[config.mk]
export PLATFORM = sky130hd
export DESIGN_NAME = pulse_burst_sched
export DESIGN_NICKNAME = d
export VERILOG_FILES = /design/src/rtl/pulse_burst_sched.sv
export SDC_FILE = /design/constraint.sdc
export NUM_CORES = 1
export LEC_CHECK = 0
export BUFFER_PORTS_ARGS = -buffer_cell sky130_fd_sc_hd__buf_2
export CORE_AREA = 2 2 65 67
export CTS_BUF_LIST = sky130_fd_sc_hd__clkbuf_4
export CTS_CLUSTER_SIZE = 28
export DETAILED_ROUTE_END_ITERATION = 10
export DIE_AREA = 0 0 67 69
export PLACE_DENSITY = 0.73
export SLEW_MARGIN = 20
export SYNTH_ARGS = -nofsm -noshare
export SYNTH_HDL_FRONTEND = slang
export SYNTH_SLANG_ARGS = --single-unit
[constraint.sdc]
create_clock -name clk -period 6.6 [get_ports clk]
set_clock_uncertainty 0.2 [all_clocks]
set_input_delay 1.98 -clock clk [delete_from_list [all_inputs] [get_ports clk]]
set_output_delay 1.98 -clock clk [all_outputs]
set_load 0.01 [all_outputs]
[src/rtl/pulse_burst_sched.sv]
// Round-robin scheduler sharing one pulse generator among N_REQ requesters; each grant runs a burst of req_len pulses.
// Grant, busy and the first pulse appear one cycle after req is sampled; an owner dropping req aborts the burst without a done strobe.
module pulse_burst_sched #(
    parameter int N_REQ  = 4,
    parameter int CNT_W  = 8,
    parameter int PERIOD = 5,
    parameter int HIGH   = 1
) (
    input  logic                   clk,
    input  logic                   reset,
    input  logic [N_REQ-1:0]       req,
    input  logic [N_REQ*CNT_W-1:0] req_len,
    output logic [N_REQ-1:0]       grant,
    output logic                   busy,
    output logic [N_REQ-1:0]       done,
    output logic                   pulse
);

    localparam int IDX_W = $clog2(N_REQ);
    localparam int PH_W  = $clog2(PERIOD);
    localparam logic [PH_W-1:0]  PH_LAST  = PH_W'(PERIOD - 1);
    localparam logic [IDX_W-1:0] IDX_LAST = IDX_W'(N_REQ - 1);

    typedef enum logic [1:0] {IDLE, RUN, DONE} state_t;

    state_t            state;
    logic [IDX_W-1:0]  rr_ptr;
    logic [IDX_W-1:0]  own_idx;
    logic [CNT_W-1:0]  rem;
    logic [PH_W-1:0]   phase;

    logic              pick_vld;
    logic [IDX_W-1:0]  pick_idx;
    logic [IDX_W-1:0]  pick_nxt;
    logic [N_REQ-1:0]  pick_oh;
    logic [CNT_W-1:0]  pick_len;

    // Scan starting at rr_ptr; the first set request in rotated order wins.
    always_comb begin
        pick_vld = 1'b0;
        pick_idx = '0;
        for (int i = 0; i < N_REQ; i++) begin
            int j;
            j = int'(rr_ptr) + i;
            if (j >= N_REQ) j = j - N_REQ;
            if (!pick_vld && req[IDX_W'(j)]) begin
                pick_vld = 1'b1;
                pick_idx = IDX_W'(j);
            end
        end
        pick_nxt = (pick_idx == IDX_LAST) ? '0 : pick_idx + IDX_W'(1);
        pick_oh  = N_REQ'(1) << pick_idx;
        pick_len = req_len[int'(pick_idx)*CNT_W +: CNT_W];
    end

    always_ff @(posedge clk) begin
        if (reset) begin
            state   <= IDLE;
            grant   <= '0;
            busy    <= 1'b0;
            done    <= '0;
            pulse   <= 1'b0;
            rr_ptr  <= '0;
            own_idx <= '0;
            rem     <= '0;
            phase   <= '0;
        end else begin
            done <= '0;
            case (state)
                IDLE: begin
                    if (pick_vld) begin
                        grant   <= pick_oh;
                        busy    <= 1'b1;
                        own_idx <= pick_idx;
                        rr_ptr  <= pick_nxt;
                        rem     <= pick_len;
                        phase   <= '0;
                        // A zero-length burst skips RUN so rem can never wrap.
                        if (pick_len != '0) begin
                            state <= RUN;
                            pulse <= 1'b1;
                        end else begin
                            state <= DONE;
                            done  <= pick_oh;
                        end
                    end
                end
                RUN: begin
                    if (!req[own_idx]) begin
                        state <= IDLE;
                        grant <= '0;
                        busy  <= 1'b0;
                        pulse <= 1'b0;
                    end else if (phase == PH_LAST) begin
                        rem <= rem - CNT_W'(1);
                        if (rem == CNT_W'(1)) begin
                            state <= DONE;
                            done  <= grant;
                            pulse <= 1'b0;
                        end else begin
                            phase <= '0;
                            pulse <= 1'b1;
                        end
                    end else begin
                        phase <= phase + PH_W'(1);
                        pulse <= (32'(phase) + 32'd1) < HIGH;
                    end
                end
                DONE: begin
                    state <= IDLE;
                    grant <= '0;
                    busy  <= 1'b0;
                end
                default: state <= IDLE;
            endcase
        end
    end

endmodule
==> results.md, run 1 <==
- CTS tree: done
- Seq pwr share: 0.363
- Global-route wire length before repair: around 7.5 mm
- Area Growth Syn to Fin: 14.23%
- Root Driver: clkbuf_4
- Final period util: 0.6891
- Path category of the worst min-delay check: flop to flop
- WP data required: roughly 6.6 ns
- Reg2Reg Depth: 8
- Num CTS Buffers: 3
- CP delay by family, top: compound AO/OA/AOI/OAI gates
- Synth Net Count: 296
- Worst-path maximum fanout: 20
- Sequential share of the synthesized area: 0.2886
- Vias: between 1500 and 2000
- Hold Buf Count CTS: 0
- # H-tree levels: 1
- Max clock buf depth: 2
- Minimum clock period: around 4.5 ns
- Post_cts resized: 0
- Mapped Area: 1873 µm²
- RSZ-0062 raised after global routing: no
- Cell variety after synth: 40
- Hold Path Sink: grant[2]
- WS Path Type: input port to flop
- Clock latency on the worst-skew pair: 0.33 ns
- Drt first pass iters: 4
- Vias per cell: 5.563
- CP cell instances: buf_2 > nor2b_1 > a221o_1 > and2_1 > a211oi_1 > o22ai_1 > nor4_4 > a2bb2oi_1 > nor2_1
- Synthesis-stage register bit count: 27
- Worst reg2reg startpoint: rr_ptr[1]
- CP peak stage delay: 0.51 ns
- Worst Setup Start Kind: input port
- Top cells by area, synth: dfxtp_1, a21oi_1, ha_1
- Min-delay src: grant[2]
- Layout cells sized above 1: 0.2063
- Max IR drop VDD: 0.0001294 V
- Synth async-reset ratio: 0
- Clk pwr share: 0.117
- Worst Tran Pin Value: 0.8215 ns
- Leakage power: 0.8681 nW
- ANT nets after route: 0
- Count of warnings emitted by yosys: 0
- Nets: around 340
- Switching share of total power: 0.4552
- Die Y-Extent: 69 µm
- Overflow left after global routing: 0
- Status: finished, final reports clean
- Setup bufs post-CTS: 0
- Setup_tns: 0 ns
- Pwr dens: 293.7 nW/µm²
- CP arrival: between 4 and 5 ns
- Routability Congestion: between 0.8 and 0.9
- WL/cell: 12.93 µm
- # DRC: 0
- Hold path cells: 2
- Die width: 67 µm
- Cell count after synthesis: 247
- Effective utilization at floorplan: 0.4786
- Peak Freq: 0.2199 GHz
- 1st-iter DRT viols: 65
- Slowest CP cell: nor4_4
- Die area: 4623 µm²
- Area leader, netlist: dfxtp_1
- Final setup fails: 0
- Detailed Place HPWL: 3.395 mm
- Synth top area share: 0.2886
- Ant. Diodes: 0
- Core Region: 3914 µm²
- Clk slew on worst S/H paths: 0.15 ns
- Internal power: ~0.00034 W
- Largest net degree at the start of global routing: 26
- Buf+Inv Stages, Crit Path: 1
- FF-to-FF setup slack: 3.44 ns
- Final Hold Vio Count: 0
- Psw: ~0.00029 W
- Max_slew headroom: 0.4512
- FF-to-FF End: state[0]
- # Max-Cap Violations: 0
- EDFF count, synth: 0
- Synth Flop Type: dfxtp_1
- Fill cells: 384
- Critical Path End Type: flop
- Hold WS: between 0.2 and 0.3 ns
- Pins over their slew limit: 0
- Detailed Route WL: 4.344 mm
- Tot Pwr: 0.0006283 W
- Synthesized area per cell: 7.583 µm²
- Vias in the first global route: 1664
- Combinational share of power: 0.520
- Initial antenna violation count: 0
- Sequential Area: roughly 540 µm²
- Gr usage total: 0.1983
- IO Port Bufs: 47
- Multi-input gate area in the final layout: 1222 µm²
- Row cnt: 23
- Clock sink total: 27
- Top-Level Pins: 48
[state kept, by name, summed over array words and instances, names as in the netlist, 2 cells and up]
name / flops
grant: 4
own_idx: 2
phase: 3
done: 4
state: 2
rr_ptr: 2
rem: 8
[cell usage in the layout (no fill, tap or decap), types with 2 or more instances in the layout]
master / instances
or3_1: 3
clkbuf_4: 3
a211oi_2: 4
nand2_1: 26
o21ai_1: 3
nor2_1: 19
nand2b_1: 4
and2_1: 2
nand3b_1: 3
a21oi_1: 29
inv_1: 12
a211oi_1: 15
o21bai_1: 3
ha_1: 11
nor3b_1: 3
o22ai_1: 4
buf_2: 47
nand3_1: 6
nor2b_1: 2
nor4_1: 2
nor3_1: 15
a21boi_0: 16
nand4_1: 2
o21ai_0: 11
dfxtp_1: 27
[final cells by class]
type | count | area share
Inverter | 13 | 0.02281
Tap cell | 50 | 0.02924
Clock buffer | 3 | 0.01053
Clock inverter | 1 | 0.003509
Multi-Input combinational cell | 195 | 0.5713
Sequential cell | 27 | 0.2526
Timing Repair Buffer | 47 | 0.1099
[how the worst max path moves through the flow]
stage,cells past startpoint,slack [ns],end,startpoint
2_1_floorplan,10,2.35,pulse,req[2]
3_3_place_gp,9,1.79,state[0],req[2]
3_5_place_dp,9,1.69,state[0],req[2]
4_1_cts,9,2.05,state[0],req[2]
5_1_grt,9,1.74,state[0],req[2]
6_report,9,2.05,state[0],req[2]
[Yosys cell counts, types with 2 or more instances]
cell       n
o21bai_1   3
nand2b_1   4
inv_1     12
o21ai_1    3
nor2_1    19
nand3b_1   3
buf_6      2
a211oi_2   4
dfxtp_1   27
nand4_1    2
o22ai_1    4
ha_1      11
nor4_1     2
clkbuf_1   8
nor3b_1    3
nand2_1   26
nand3_1    6
nor3_1    15
nor2b_1    2
or3_1      3
o21ai_0   11
a211oi_1  15
and2_1     2
a21boi_0  16
a21oi_1   29
[worst reg2reg max path, stage by stage (launching register included)]
cell       delay, ns
dfxtp_1         0.43
nand2_1         0.10
a221o_1         0.47
and2_1          0.44
a211oi_1        0.43
o22ai_1         0.18
nor4_4          0.51
a2bb2oi_1       0.22
nor2_1          0.06
[cells by family after synthesis]
group / synth area share
multiplexers: 0.01737
AND/OR/NAND/NOR: 0.2391
flip-flops: 0.2886
buffers and inverters: 0.05878
AO/OA/AOI/OAI: 0.3227
adder cells (fa/ha/maj): 0.07348
[stage by stage]
step             util  setup slack [ns]  cell area (µm²)  instances
4_1_cts        0.5467             2.047             2140        336
6_report       0.5467             2.052             2140        336
3_3_place_gp   0.5390             1.792             2110        332
2_1_floorplan       -             2.346             1873        247
3_5_place_dp   0.5390             1.686             2110        332
5_1_grt        0.5467             1.741             2140        336
[power by group through the flow]
stage                     clock [W]  sequential [W]  combinational (W)
after floorplan                   0        0.000227           0.000257
after global placement            0        0.000230           0.000321
after detailed placement          0        0.000231           0.000324
after CTS                 0.0000760        0.000228           0.000325
after global routing      0.0000817        0.000234           0.000372
final                     0.0000734        0.000228           0.000327
[layer usage]
metal,wire length [µm],vias to the layer above,track usage
met2,1982,41,0.3069
met4,76,0,0.06122
li1,-,972,-
met1,2147,850,0.2897
met5,0,-,0
met3,137,6,0.01631
No activity file was read; power rests on OpenSTA's default activity.
==> run 2, diff against run 1 <==
==> constraint.sdc (replaced) <==
create_clock -name clk -period 4.5 [get_ports clk]
set_clock_uncertainty 0.2 [all_clocks]
set_input_delay 1.35 -clock clk [delete_from_list [all_inputs] [get_ports clk]]
set_output_delay 1.35 -clock clk [all_outputs]
set_load 0.01 [all_outputs]
==> run 2 against run 1 <==
  * Die area unchanged
  * Final area increased by 1.1%
  * Global-route usage is 0.34 points higher
  * Worst hold slack improved by 0.00084 ns
  * Largest cell class unchanged
  * Combinational power rose by 50%
  * Critical endpoint is now pulse
==> results.md, run 2 (same netlist as run 1, synthesis figures left out) <==
- Setup_tns: 0 ns (unchanged)
- Vias in the first global route: 1710 (+2.8%)
- Leakage power: 0.8825 nW (+1.7%)
- Final Hold Vio Count: 0 (unchanged)
- Nets: 339 (+0.89%)
- Pwr dens: 431.8 nW/µm² (+47%)
- Final setup fails: 0 (unchanged)
- Routability Congestion: 0.8377 (+1.7%)
- Effective utilization at floorplan: 0.4786 (unchanged)
- Top-Level Pins: 48 (unchanged)
- Detailed Route WL: 4.328 mm (-0.37%)
- Worst-path maximum fanout: 15 (-25%)
- Worst Tran Pin Value: 0.7020 ns (-0.1195 ns)
- CP Depth: 10 (+1)
- Die area: 4623 µm² (unchanged)
- Placed Cells: 335 (+0.90%)
- Final Non-Filler Cells: 339 (+0.89%)
- Core Region: 3914 µm² (unchanged)
- Root Driver: clkbuf_4
- Ant. Diodes: 0 (unchanged)
- Num CTS Buffers: 3 (unchanged)
- Hold Buf Count CTS: 0 (unchanged)
- Final period util: 0.8175
- CP arrival: 3.72 ns (-0.84 ns)
- WL/cell: 12.77 µm (-1.3%)
- Setup bufs post-CTS: 0 (unchanged)
- Drt first pass iters: 4 (unchanged)
- Detailed Place HPWL: 3.350 mm (-1.3%)
- Max IR drop VDD: 0.0001863 V (+44%)
- Largest register by flop count: rem
- Core Util, Final: 0.5524 (+0.005755)
- Layout cells sized above 1: 0.2145 (+0.008239)
- Die Y-Extent: 69 µm (unchanged)
- RSZ-0062 raised after global routing: no
- Die width: 67 µm (unchanged)
- Minimum clock period: around 3.7 ns
- Row cnt: 23 (unchanged)
- # H-tree levels: 1 (unchanged)
- ANT nets after route: 0 (unchanged)
- Max reg flops: 8 (unchanged)
- Slowest CP cell: nor4_4
- CP peak stage delay: 0.53 ns (+0.02 ns)
- Final WS setup: 0.8213 ns (-1.231 ns)
- WP data required: 4.54 ns (-2.08 ns)
- Post_cts resized: 0 (unchanged)
- Tot Pwr: 0.0009336 W (+49%)
- IO Port Bufs: 47 (unchanged)
- Clk slew on worst S/H paths: 0.16 ns (about the same)
- CP delay by family, top: compound AO/OA/AOI/OAI gates
- WS Path Type: input port to flop
- Commonest non-fill, non-tap cell in the layout: buf_2
- Clock latency on the worst-skew pair: 0.33 ns (about the same)
- Critical Path End Type: flop
- Path category of the worst min-delay check: flop to flop
- Buf+Inv Stages, Crit Path: 2 (+1)
- # Max-Cap Violations: 0 (unchanged)
- # DRC: 0 (unchanged)
- Setup Slack @ Placement: 0.4730 ns (-1.213 ns)
- Hold path cells: 2 (unchanged)
- CP cell instances: buf_2 > nor2b_1 > a221o_1 > and2_1 > buf_4 > a211oi_2 > o22ai_1 > nor4_4 > a21oi_1 > o21bai_1
- Status: finished, final reports clean
- Pins over their slew limit: 0 (unchanged)
- Gr usage total: 0.2017 (+0.003375)
- Largest registers: rem: 8 flops, done: 4 flops, grant: 4 flops
- 1st-iter DRT viols: 103 (+58%)
- Vias per cell: 5.596 (+0.60%)
- Overflow left after global routing: 0 (unchanged)
- Reg2Reg Depth: 9 (+1)
- Area Growth Syn to Fin: 15.43%
- Max clock buf depth: 2 (unchanged)
- Initial antenna violation count: 0 (unchanged)
- Peak Freq: 0.2718 GHz
- Largest net degree at the start of global routing: 26 (unchanged)
- Global-route wire length before repair: 7.576 mm (+1.0%)
- CTS tree: done
- Most frequent cells in the layout: buf_2, a21oi_1, dfxtp_1, nand2_1, nor2_1
- Clock sink total: 27 (unchanged)
- Vias: 1897 (+1.5%)
- Worst Setup Start Kind: input port
- Max_slew headroom: 0.5320 (+0.08081)
run 2: metal layers:
layer  wire [µm]  share of wire  vias up  track usage
li1            -              -      979            -
met1        2168           0.50      861       0.2885
met2        1908           0.44       55       0.3146
met3         216          0.050        2      0.02610
met4          34         0.0079        0      0.05669
met5           0              0        -            0
run 2: final cells by class:
type	count	area, µm²
fillers	403	1752
clock inverters	1	7.507
inverters	13	48.80
multi-input cells	195	1222
clock buffers	3	22.52
well taps	50	62.56
flip-flops and latches	27	540.5
repair buffers	50	257.7
run 2: path summary, 6_finish.rpt:
kind | from | slack [ns] | to
worst max-delay path | req[2] | 0.82 | pulse
worst min-delay path | own_idx[0] | 0.28 | own_idx[0]
worst max register to register | rr_ptr[1] | 1.53 | pulse
worst min register to register | own_idx[0] | 0.28 | own_idx[0]
run 2: stage by stage:
stage	instance area (µm²)	hold slack (ns)
after detailed placement	2132	0.2647
after global placement	2132	0.2629
after floorplan	1873	0.2414
after CTS	2162	0.2847
after global routing	2162	0.3065
final	2162	0.2824
run 2: power breakdown:
group	internal [W]	switching, W	leakage (nW)	total, W
Clock	0.0000340	0.0000769	0.0139	0.000111
Combinational	0.000186	0.000303	0.647	0.000489
Sequential	0.000290	0.0000439	0.222	0.000334
Total	0.000510	0.000424	0.882	0.000934
run 2: tightest hold or removal path: cells and delay by family, from the launching register on:
kind / cells / cell delay, ns
compound gates: 1 / 0.06
flops: 1 / 0.35
simple gates: 1 / 0.05
